===== config.mk =====
export PLATFORM = sky130hd
export DESIGN_NAME = shift_req_sequencer
export DESIGN_NICKNAME = d
export VERILOG_FILES = /design/src/rtl/shift_req_sequencer.sv
export SDC_FILE = /design/constraint.sdc
export NUM_CORES = 1
export LEC_CHECK = 0
export CORE_ASPECT_RATIO = 0.7
export CORE_UTILIZATION = 42
export CTS_CLUSTER_DIAMETER = 120
export DETAILED_ROUTE_END_ITERATION = 10
export PLACE_DENSITY = 0.75
export SYNTH_ARGS = -nofsm -noshare
export SYNTH_HDL_FRONTEND = slang
export SYNTH_SLANG_ARGS = --single-unit
export TNS_END_PERCENT = 50

===== constraint.sdc =====
create_clock -name clk -period 2.3 [get_ports clk]
set_input_delay 0.23 -clock clk [delete_from_list [all_inputs] [get_ports clk]]
set_output_delay 0.23 -clock clk [all_outputs]
set_load 0.01 [all_outputs]

===== src/rtl/shift_req_sequencer.sv =====
// shift_req_sequencer
//   Request-side sequencer wrapped around an external combinational 32-bit
//   barrel left shifter. A single left shifter realises four operations:
//     SLL : direct left shift
//     SRL : reverse, left shift, reverse back
//     SRA : as SRL, then OR in the sign fill
//     ROL : left shift, then a second pass (the right-shift part) OR-ed in
//   Only one request is in flight. The result is held registered until it is
//   consumed.
//
// Ports
//   clk, rst          clock; synchronous active-high reset
//   in_valid/ready    request handshake; in_data operand, in_amt amount,
//                     in_op 00 SLL / 01 SRL / 10 SRA / 11 ROL
//   sh_amt, sh_din    drive the shifter's amount and data inputs
//   sh_dout           shifter output (combinational, same cycle)
//   out_valid/ready   result handshake; out_data result
//   done_cnt          completed operations, wraps modulo 2^CNT_W
module shift_req_sequencer #(
  parameter int DATA_W = 32,
  parameter int AMT_W  = 5,
  parameter int CNT_W  = 16
) (
  input  logic              clk,
  input  logic              rst,
  input  logic              in_valid,
  output logic              in_ready,
  input  logic [DATA_W-1:0] in_data,
  input  logic [AMT_W-1:0]  in_amt,
  input  logic [1:0]        in_op,
  output logic [AMT_W-1:0]  sh_amt,
  output logic [DATA_W-1:0] sh_din,
  input  logic [DATA_W-1:0] sh_dout,
  output logic              out_valid,
  input  logic              out_ready,
  output logic [DATA_W-1:0] out_data,
  output logic [CNT_W-1:0]  done_cnt
);

  typedef enum logic [1:0] {
    IDLE = 2'd0,
    EXEC = 2'd1,
    ROT2 = 2'd2,
    DONE = 2'd3
  } state_t;

  localparam logic [1:0] OP_SLL = 2'b00;
  localparam logic [1:0] OP_SRL = 2'b01;
  localparam logic [1:0] OP_SRA = 2'b10;
  localparam logic [1:0] OP_ROL = 2'b11;

  localparam logic [AMT_W-1:0] AMT_ONE = 1;
  localparam logic [CNT_W-1:0] CNT_ONE = 1;

  state_t            state_q, state_d;
  logic [DATA_W-1:0] rdata_q, rdata_d;
  logic [AMT_W-1:0]  ramt_q,  ramt_d;
  logic [1:0]        rop_q,   rop_d;
  logic [DATA_W-1:0] acc_q,   acc_d;
  logic [CNT_W-1:0]  cnt_q,   cnt_d;

  function automatic logic [DATA_W-1:0] rev(input logic [DATA_W-1:0] x);
    logic [DATA_W-1:0] r;
    for (int i = 0; i < DATA_W; i++) begin
      r[i] = x[DATA_W-1-i];
    end
    return r;
  endfunction

  // Sign fill for SRA: the top ramt bits set when the operand is negative.
  // With ramt = 0 the mask is empty, so SRA by 0 returns the operand.
  function automatic logic [DATA_W-1:0] sra_fill(input logic              sign,
                                                 input logic [AMT_W-1:0]  amt);
    logic [DATA_W-1:0] ones;
    ones = '1;
    return sign ? ~(ones >> amt) : '0;
  endfunction

  always_comb begin
    state_d  = state_q;
    rdata_d  = rdata_q;
    ramt_d   = ramt_q;
    rop_d    = rop_q;
    acc_d    = acc_q;
    cnt_d    = cnt_q;
    in_ready = 1'b0;
    sh_amt   = '0;
    sh_din   = '0;

    unique case (state_q)
      IDLE: begin
        in_ready = 1'b1;
        if (in_valid) begin
          rdata_d = in_data;
          ramt_d  = in_amt;
          rop_d   = in_op;
          state_d = EXEC;
        end
      end

      EXEC: begin
        sh_amt = ramt_q;
        // Right shifts go through the left shifter on the reversed operand.
        sh_din = (rop_q == OP_SRL || rop_q == OP_SRA) ? rev(rdata_q) : rdata_q;
        unique case (rop_q)
          OP_SLL:  acc_d = sh_dout;
          OP_SRL:  acc_d = rev(sh_dout);
          OP_SRA:  acc_d = rev(sh_dout) | sra_fill(rdata_q[DATA_W-1], ramt_q);
          default: acc_d = sh_dout;
        endcase
        state_d = (rop_q == OP_ROL && ramt_q != '0) ? ROT2 : DONE;
      end

      ROT2: begin
        // Bits rotated out of the top re-enter at the bottom:
        // rdata >> (DATA_W - ramt), built as rev(rev(rdata) << (DATA_W - ramt)).
        // The two's complement of ramt is DATA_W - ramt modulo DATA_W.
        sh_amt  = ~ramt_q + AMT_ONE;
        sh_din  = rev(rdata_q);
        acc_d   = acc_q | rev(sh_dout);
        state_d = DONE;
      end

      DONE: begin
        if (out_ready) begin
          cnt_d   = cnt_q + CNT_ONE;
          state_d = IDLE;
        end
      end

      default: state_d = IDLE;
    endcase
  end

  always_ff @(posedge clk) begin
    if (rst) begin
      state_q <= IDLE;
      acc_q   <= '0;
      cnt_q   <= '0;
    end else begin
      state_q <= state_d;
      acc_q   <= acc_d;
      cnt_q   <= cnt_d;
    end
  end

  // Request registers only matter once a request is accepted, so no reset.
  always_ff @(posedge clk) begin
    rdata_q <= rdata_d;
    ramt_q  <= ramt_d;
    rop_q   <= rop_d;
  end

  assign out_valid = (state_q == DONE);
  assign out_data  = acc_q;
  assign done_cnt  = cnt_q;

endmodule


### Word level (Yosys, flattened, before mapping)

Index checks and enable logic that the tools add are counted.

| operators by class | value |
|---|---|
| bitwise operators | 4 |
| shift-type cells | 1 |
| $lt $le $gt $ge | 0 |
| multiplexer cells | 11 |
| add/sub/neg operators | 2 |
| multipliers | 0 |
| reductions and logical operators | 8 |
| equality and inequality tests | 8 |
| divide/modulo/power cells | 0 |

Operators with widths:

| kind | number |
|---|---|
| 32-bit one-hot mux with 2 select lines | 3 |
| 32-bit 2-to-1 mux | 2 |
| 32-bit OR | 2 |
| 32-bit inverter | 1 |
| 32-bit by 5-bit >> shifter with 32-bit output (first input constant) | 1 |
| 16-bit by 1-bit adder with 16-bit output (second input constant) | 1 |
| 5-bit one-hot mux with 2 select lines | 1 |
| 2-bit == test (second input constant) | 4 |
| 2-bit one-hot mux with 4 select lines | 1 |
| 2-bit AND reduction | 3 |
| 5-bit by 1-bit adder with 5-bit output (second input constant) | 1 |
| 5-bit inverter | 1 |
| 5-bit nonzero test | 1 |
| 2-bit by 1-bit == test with 1-bit output (second input constant) | 2 |
| 2-bit 2-to-1 mux | 2 |
| 2-bit zero test | 1 |
| 1-bit 2-to-1 mux | 2 |
| 2-bit by 1-bit inequality test with 1-bit output (second input constant) | 1 |
| 2-bit inequality test (second input constant) | 1 |
| 2-bit nonzero test | 1 |
| 1-bit logical AND | 1 |
| 1-bit logical OR | 1 |

| storage, ports and cells | value |
|---|---|
| output and inout bits | 87 |
| bits of input ports | 75 |
| bits in writable memories | 0 |
| bits in read-only memories | 0 |
| latch bits | 0 |
| flip-flop bits (word level) | 89 |
| memories | 0 |
| word-level logic and storage cells | 40 |

### Longest topological paths before layout

Gate-level depths: netlist of run 1.

| depth | value |
|---|---|
| depth in word-level cells | 6 |
| gate-level depth with buffers | 9 |
| mapped depth without buffers | 8 |

### Least setup slack after synthesis of run 1

Ideal clock, no wire load.

| path | value |
|---|---|
| path kind | reg2reg |
| start | register state_q[0] |
| end | register ramt_q[0] (enable) |
| library setup time | 0.400 ns |
| period minus slack after synthesis | 2.044 ns |
| cell stages (with the launch flop) | 4 |
| data required time | 1.900 ns |
| path buffers | 0 |
| setup slack | 0.256 ns |
| data arrival time | 1.644 ns |
| cell sequence | dfxtp_1 inv_1 ha_1 and2_1 |

| between the ends | value |
|---|---|
| cells in the longest elaborated chain, start to end | 2 |

RTL lines:

| what | RTL line | source |
|---|---|---|
| start, declared | 55 | `state_t state_q, state_d;` |
| start signal, assigned | 141 | `state_q <= state_d;` |
| 2-bit zero test | 90 | `unique case (state_q)` |
| 2-bit AND reduction (no line) | - |  |
| end signal, assigned | 150 | `ramt_q <= ramt_d;` |
| end, declared | 57 | `logic [AMT_W-1:0] ramt_q, ramt_d;` |

Every way passes these cells.
A chain may end at the register's enable or synchronous reset.

### Worst setup path in the final report of run 1

| path | value |
|---|---|
| start | register rop_q[1] |
| end | output sh_din[6] |

| between the ends | value |
|---|---|
| cells in the longest elaborated chain, start to end | 4 |
| elaborated cells between the ends (all ways) | 5 |
| classes of those cells | eq/ne: 2; mux: 2; reduce/logical: 1 |

RTL lines:

| what | RTL line | source |
|---|---|---|
| start, declared | 58 | `logic [1:0] rop_q, rop_d;` |
| start signal, assigned | 151 | `rop_q <= rop_d;` |
| 2-bit by 1-bit == test with 1-bit output or 2-bit == test (tied branches) | - |  |
| 1-bit logical OR (*) | 104 | `sh_din = (rop_q == OP_SRL \|\| rop_q == OP_SRA) ? rev(rdata_q) : rdata_q;` |
| 32-bit 2-to-1 mux (*) | 104 |  |
| 32-bit one-hot mux with 2 select lines (*) | 90 |  |
| end, declared | 32 | `output logic [DATA_W-1:0] sh_din,` |

Mark *: on every way between the ends. The rest lies on a longest branch, timed or not.

==> metrics.yaml, run 1 <==
logic_synthesis:
  synth_edf_count: 39
  seq_area_frac_synth_pct: 46.2
  netlist_area_um2: 4710
  async_flop_share_pct: 0
  synth_top_flop_cell: "dfxtp_1"
  ys_seq_elements: 89
  avgSynthCellArea_um2: 9.39
  synthesis.nets: 590
  ys_types: 49
  syn_inst: 501
  yosysWarnings: 0
drt:
  detail-route-antenna-nets: 0
  wl_per_cell_um: 17.4
  drc_errors: 0
  routed_wl_um: 14200
  dr.pass1.iters: 5
  vias: 4577
  via_per_inst: 5.61
  drt-initial-drc-count: 425
timing:
  final_max_slew_viol_count: 0
  grt_setup_unrepaired: "yes"
  slew_headroom_pct: 67.3
  tightest_slew_ns: 0.490
  hold_viol_final: 0
  layout_worst_path_cycle_share_pct: 98.5
  setup_tns_ns: 0
  skew_ns: 0.00882
  setup_viol: 0
  fmax_mhz: 441
  holdWs_ns: 0.445
  period_minus_slack_ns: 2.27
run:
  max_cap_violations: 0
hold_path:
  hold-path-cell-count: 1
  hold_class: "in2reg"
global_routing:
  globalRouteOverflowTotal: 0
  grt_max_degree: 33
  grt_usage_pct: 24.1
  grt_pass1_wl_um: 21900
  antenna_found_initial: 0
  grt_pass1_vias: 4276
clock_tree:
  cts-root-buf: "clkbuf_16"
  clkTransAtPathRegs_ns: 0.06
  clk_path_buf_depth: 2
  clock_latency_ns: 0.34
  h-tree-depth: 3
  clock-sinks: 89
  cts-buffers-inserted: 9
  cts_tree: "done"
  cts_hold_buffers: 0
floorplanning:
  ios: 162
  dieArea_um2: 11600
  die_w_um: 129
  fp.dieH_um: 90.6
  core_um2: 10600
  initial_core_util_pct: 44.3
  rows: 31
critical_path:
  startpoint_type: "flip-flop"
  crit_path_end_kind: "primary output"
  critPathMaxFanout: 16
  crit_arrival_ns: 2.04
  path_class: "reg2out"
  worst_ep_required_time_ns: 2.07
  reg2reg_depth: 6
finish:
  synthToLayoutAreaGrowth_pct: 48.3
  regArea_um2: 2170
  final_nets: 752
  antenna_cells: 0
  drive_gt1_share_pct: 12.6
  finish.instance_area_um2: 6980
  fill_cells: 858
  multi_input_area_um2: 2430
placed_design:
  gp_congestion: 0.859
  dpl_cell_area_um2: 6550
  numPortBuffers: 161
  detailed_place_hpwl_um: 10100
power_and_ir_drop:
  p_leak_nw: 2.52
  power_density_nw_per_um2: 1190
  ir_drop_mv: 0.645
  totalPowerFinal_w: 0.00830
run_status:
  status: "finished, final reports clean"
## final timing paths
path	startpoint	end	slack (ns)
max reg2reg	rop_q[0]$_DFFE_PP_	out_data[9]$_SDFFE_PP0P_	0.18
min	in_data[1]	rdata_q[1]$_DFFE_PP_	0.45
max	rop_q[1]$_DFFE_PP_	sh_din[6]	0.03
min reg2reg	done_cnt[1]$_SDFFE_PP0P_	done_cnt[1]$_SDFFE_PP0P_	0.52
## layer usage
| metal | track usage (%) | share of wire [%] |
|---|---|---|
| met1 | 33.3 | 47 |
| met3 | 6.40 | 7.7 |
| met2 | 36.7 | 45 |
| met5 | 0 | 0 |
| met4 | 6.76 | 1.3 |
## placed cells by master, fill, tap and decap left out, types with 3 or more instances in the layout
cell	synthesis	final
nand2_1	14	14
nor2b_1	40	40
or2_2	5	5
a21oi_1	48	48
nor3_1	6	5
a2111oi_0	10	10
a22oi_1	36	25
clkbuf_2	0	4
clkbuf_16	0	10
edfxtp_1	39	39
nor2_1	42	42
nand2b_1	28	28
xor2_1	4	4
a31o_2	4	4
and2_1	4	3
ha_1	14	11
clkbuf_8	2	4
a22oi_2	0	11
dlygate4sd2_1	0	16
buf_12	0	4
ha_4	0	3
o21ai_0	22	22
clkdlybuf4s15_1	0	14
nand3_1	12	12
buf_4	0	20
xnor2_1	5	5
nor4_1	10	10
clkdlybuf4s50_1	0	126
dfxtp_1	50	49
o22ai_1	8	8
inv_1	15	13
a211oi_1	9	9
a221oi_1	9	9
## cell families after synthesis
logic type      synth area share [%]
compound gates                  22.2
xor+xnor                        1.67
fa+ha+maj                       3.72
buf+inv                         4.68
flops                           46.2
mux                            0.691
simple gates                    20.8
## Yosys cell counts (9+ instances only)
| library cell | instances | area share, % |
|---|---|---|
| a2111oi_0 | 10 | 1.9 |
| a211oi_1 | 9 | 1.4 |
| a21oi_1 | 48 | 5.1 |
| a221oi_1 | 9 | 1.7 |
| a22oi_1 | 36 | 5.7 |
| clkbuf_1 | 27 | 2.2 |
| dfxtp_1 | 50 | 21 |
| edfxtp_1 | 39 | 25 |
| ha_1 | 14 | 3.7 |
| inv_1 | 15 | 1.2 |
| nand2_1 | 14 | 1.1 |
| nand2b_1 | 28 | 3.7 |
| nand3_1 | 12 | 1.3 |
| nor2_1 | 42 | 3.4 |
| nor2b_1 | 40 | 5.3 |
| nor4_1 | 10 | 1.3 |
| o21ai_0 | 22 | 2.3 |
## repair_timing
item,CTS,global route
setup endpoints to repair,36,41
endpoints found under the hold margin,0,0
gates cloned,0,2
pin swaps,0,1
gates resized for setup,36,43
buffers inserted,0,3
## final cells by class
class | instances | area share, %
Timing Repair Buffer | 187 | 26.4
Clock inverter | 1 | 0.108
Sequential cell | 89 | 31.1
Inverter | 15 | 0.807
Tap cell | 148 | 2.65
Clock buffer | 15 | 4.18
Multi-Input combinational cell | 361 | 34.8
## stage by stage
step,worst slack (ns),cells,util [%]
2_1_floorplan,0.256,501,-
3_3_place_gp,0.138,795,61.6
3_5_place_dp,0.0924,795,61.6
4_1_cts,-0.0819,811,64.2
5_1_grt,-0.0667,816,65.7
6_report,0.0349,816,65.7
## worst max-delay path: stages, from the launching register on
cell and delay (ns):
edfxtp_1 0.45, ha_4 0.31, inv_1 0.06, a21o_4 0.23, buf_12 0.16, a22oi_1 0.14, nor2b_1 0.07, dlygate4sd2_1 0.28
## power by group
group          switching, W  internal (W)  total (W)
clock network      0.000576      0.000863    0.00144
registers          0.000254       0.00210    0.00235
logic               0.00237       0.00214    0.00451
total               0.00320       0.00510    0.00830
## state kept, by name, indices dropped and copies added, names as in the netlist
name,cells
ramt_q,5
done_cnt,16
rop_q,2
rdata_q,32
out_data,32
state_q,2
No activity file was read; power rests on OpenSTA's default activity.
==> run 2, diff against run 1 <==
--- a/config.mk
+++ b/config.mk
@@ -6,10 +6,10 @@
 export NUM_CORES = 1
 export LEC_CHECK = 0
 export CORE_ASPECT_RATIO = 0.7
-export CORE_UTILIZATION = 42
+export CORE_UTILIZATION = 46
 export CTS_CLUSTER_DIAMETER = 120
 export DETAILED_ROUTE_END_ITERATION = 10
-export PLACE_DENSITY = 0.75
+export PLACE_DENSITY = 0.81
 export SYNTH_ARGS = -nofsm -noshare
 export SYNTH_HDL_FRONTEND = slang
 export SYNTH_SLANG_ARGS = --single-unit
==> metrics.yaml, run 2 (synthesized netlist as in run 1, its figures left out) <==
floorplanning:
  fp.dieH_um: 86.6
  ios: 162
  rows: 30
  initial_core_util_pct: 48.0
  core_um2: 9800
  die_w_um: 123
  dieArea_um2: 10600
clock_tree:
  cts_hold_buffers: 0
  clock_latency_ns: 0.35
  cts_tree: "done"
  clock-sinks: 89
  clk_path_buf_depth: 2
  h-tree-depth: 3
  clkTransAtPathRegs_ns: 0.07
  cts-buffers-inserted: 9
  cts-root-buf: "clkbuf_16"
global_routing:
  grt_usage_pct: 28.0
  grt_max_degree: 40
  grt_pass1_vias: 4293
  globalRouteOverflowTotal: 0
  grt_pass1_wl_um: 22500
  antenna_found_initial: 0
finish:
  layout_commonest_cell: "clkdlybuf4s50_1"
  final_nets: 755
  drive_gt1_share_pct: 12.4
  layout_common_cells: "126 x clkdlybuf4s50_1, 49 x dfxtp_1, 48 x a21oi_1"
  fill_cells: 749
  synthToLayoutAreaGrowth_pct: 46.6
  finish.instance_area_um2: 6900
  antenna_cells: 0
run_status:
  status: "finished, final reports clean"
timing:
  skew_ns: 0.00711
  hold_viol_final: 0
  final_max_slew_viol_count: 0
  layout_worst_path_cycle_share_pct: 98.7
  period_minus_slack_ns: 2.27
  tightest_slew_ns: 0.516
  setup_viol: 0
  grt_setup_unrepaired: "yes"
  slew_headroom_pct: 65.6
  fmax_mhz: 440
hold_path:
  hp-start: "in_data[29]"
  hold_class: "in2reg"
  min_to: "rdata_q[29]$_DFFE_PP_"
  hold-path-cell-count: 1
power_and_ir_drop:
  seq_power_share_pct: 28.9
  p_leak_nw: 2.55
  share_comb_of_total_power_pct: 53.7
  totalPowerFinal_w: 0.00817
  switching_power_w: 0.00323
  p_int_w: 0.00494
  p_clk_share_pct: 17.4
  ir_drop_mv: 0.770
  power_density_nw_per_um2: 1180
  switching_share_pct: 39.5
critical_path:
  r2r-start: "state_q[0]$_SDFFE_PP0P_"
  crit_arrival_ns: 2.04
  startpoint_type: "flip-flop"
  reg2reg_setup_slack_ns: 0.26
  path_class: "reg2out"
  worst_ep_required_time_ns: 2.07
  reg2reg_depth: 9
  crit_path_end_kind: "primary output"
  critPathMaxFanout: 32
  reg2reg_to: "out_data[28]$_SDFFE_PP0P_"
drt:
  detail-route-antenna-nets: 0
  vias: 4645
  wl_per_cell_um: 18.0
  dr.pass1.iters: 5
  drt-initial-drc-count: 564
  via_per_inst: 5.81
  routed_wl_um: 14400
  drc_errors: 0
placed_design:
  numPortBuffers: 161
  gp_congestion: 0.900
  detailed_place_hpwl_um: 10500
  dpl_cell_area_um2: 6570
run:
  max_cap_violations: 0
-- run 2: layer usage --
layer,GRT usage [%],vias to the layer above,share of wire (%)
met2,41.0,269,43
met5,0,-,0
met4,8.20,0,1.1
met3,9.80,18,11
li1,-,2176,-
met1,38.7,2182,44
-- run 2: layout make-up --
cell class	count	area (um^2)	share of cell area, %
Inverter	15	56.3	0.816
Sequential cell	89	2180	31.5
Multi-Input combinational cell	361	2400	34.8
Clock buffer	11	254	3.68
Tap cell	128	160	2.32
Clock inverter	5	30.0	0.435
Timing Repair Buffer	190	1820	26.4
-- run 2: stage by stage --
step	setup slack, ns	std cells	TNS, ns	hold slack (ns)	util, %
after floorplan	0.256	501	0	0.329	-
after global placement	0.161	782	0	0.487	67.0
after detailed placement	0.0748	782	0	0.497	67.0
after CTS	-0.141	799	-0.300	0.425	69.6
after global routing	-0.0666	799	-0.945	0.421	70.4
final	0.0298	799	0	0.436	70.4
-- run 2: worst max-delay path by stage --
stage                                        from                   endpoint  cells after the start
after floorplan           state_q[0]$_SDFFE_PP0P_        ramt_q[0]$_DFFE_PP_                      3
after global placement         rop_q[0]$_DFFE_PP_                 sh_din[29]                      8
after detailed placement  state_q[0]$_SDFFE_PP0P_  out_data[28]$_SDFFE_PP0P_                      9
after CTS                 state_q[0]$_SDFFE_PP0P_                  sh_amt[3]                      7
after global routing           rop_q[1]$_DFFE_PP_                  sh_din[2]                      7
final                          rop_q[1]$_DFFE_PP_                  sh_din[2]                      7
-- run 2: worst max-delay path, cell delays in order, from the launching register on --
cell	delay, ns
edfxtp_1	0.45
ha_4	0.31
inv_1	0.04
a21o_1	0.19
buf_12	0.17
a22oi_1	0.17
nor2b_1	0.06
dlygate4sd2_1	0.29
-- run 2: power by group through the flow --
stage	registers, W	clock network (W)	logic (W)
2_1_floorplan	0.00240	0	0.00239
3_3_place_gp	0.00235	0	0.00425
3_5_place_dp	0.00236	0	0.00433
4_1_cts	0.00233	0.00144	0.00422
5_1_grt	0.00240	0.00151	0.00476
6_report	0.00236	0.00142	0.00439
-- run 2: timing repair --
action / CTS / global route
buffers inserted: 1 / 0
gates cloned: 0 / 0
resized for setup: 34 / 42
endpoints found under the setup margin: 37 / 52
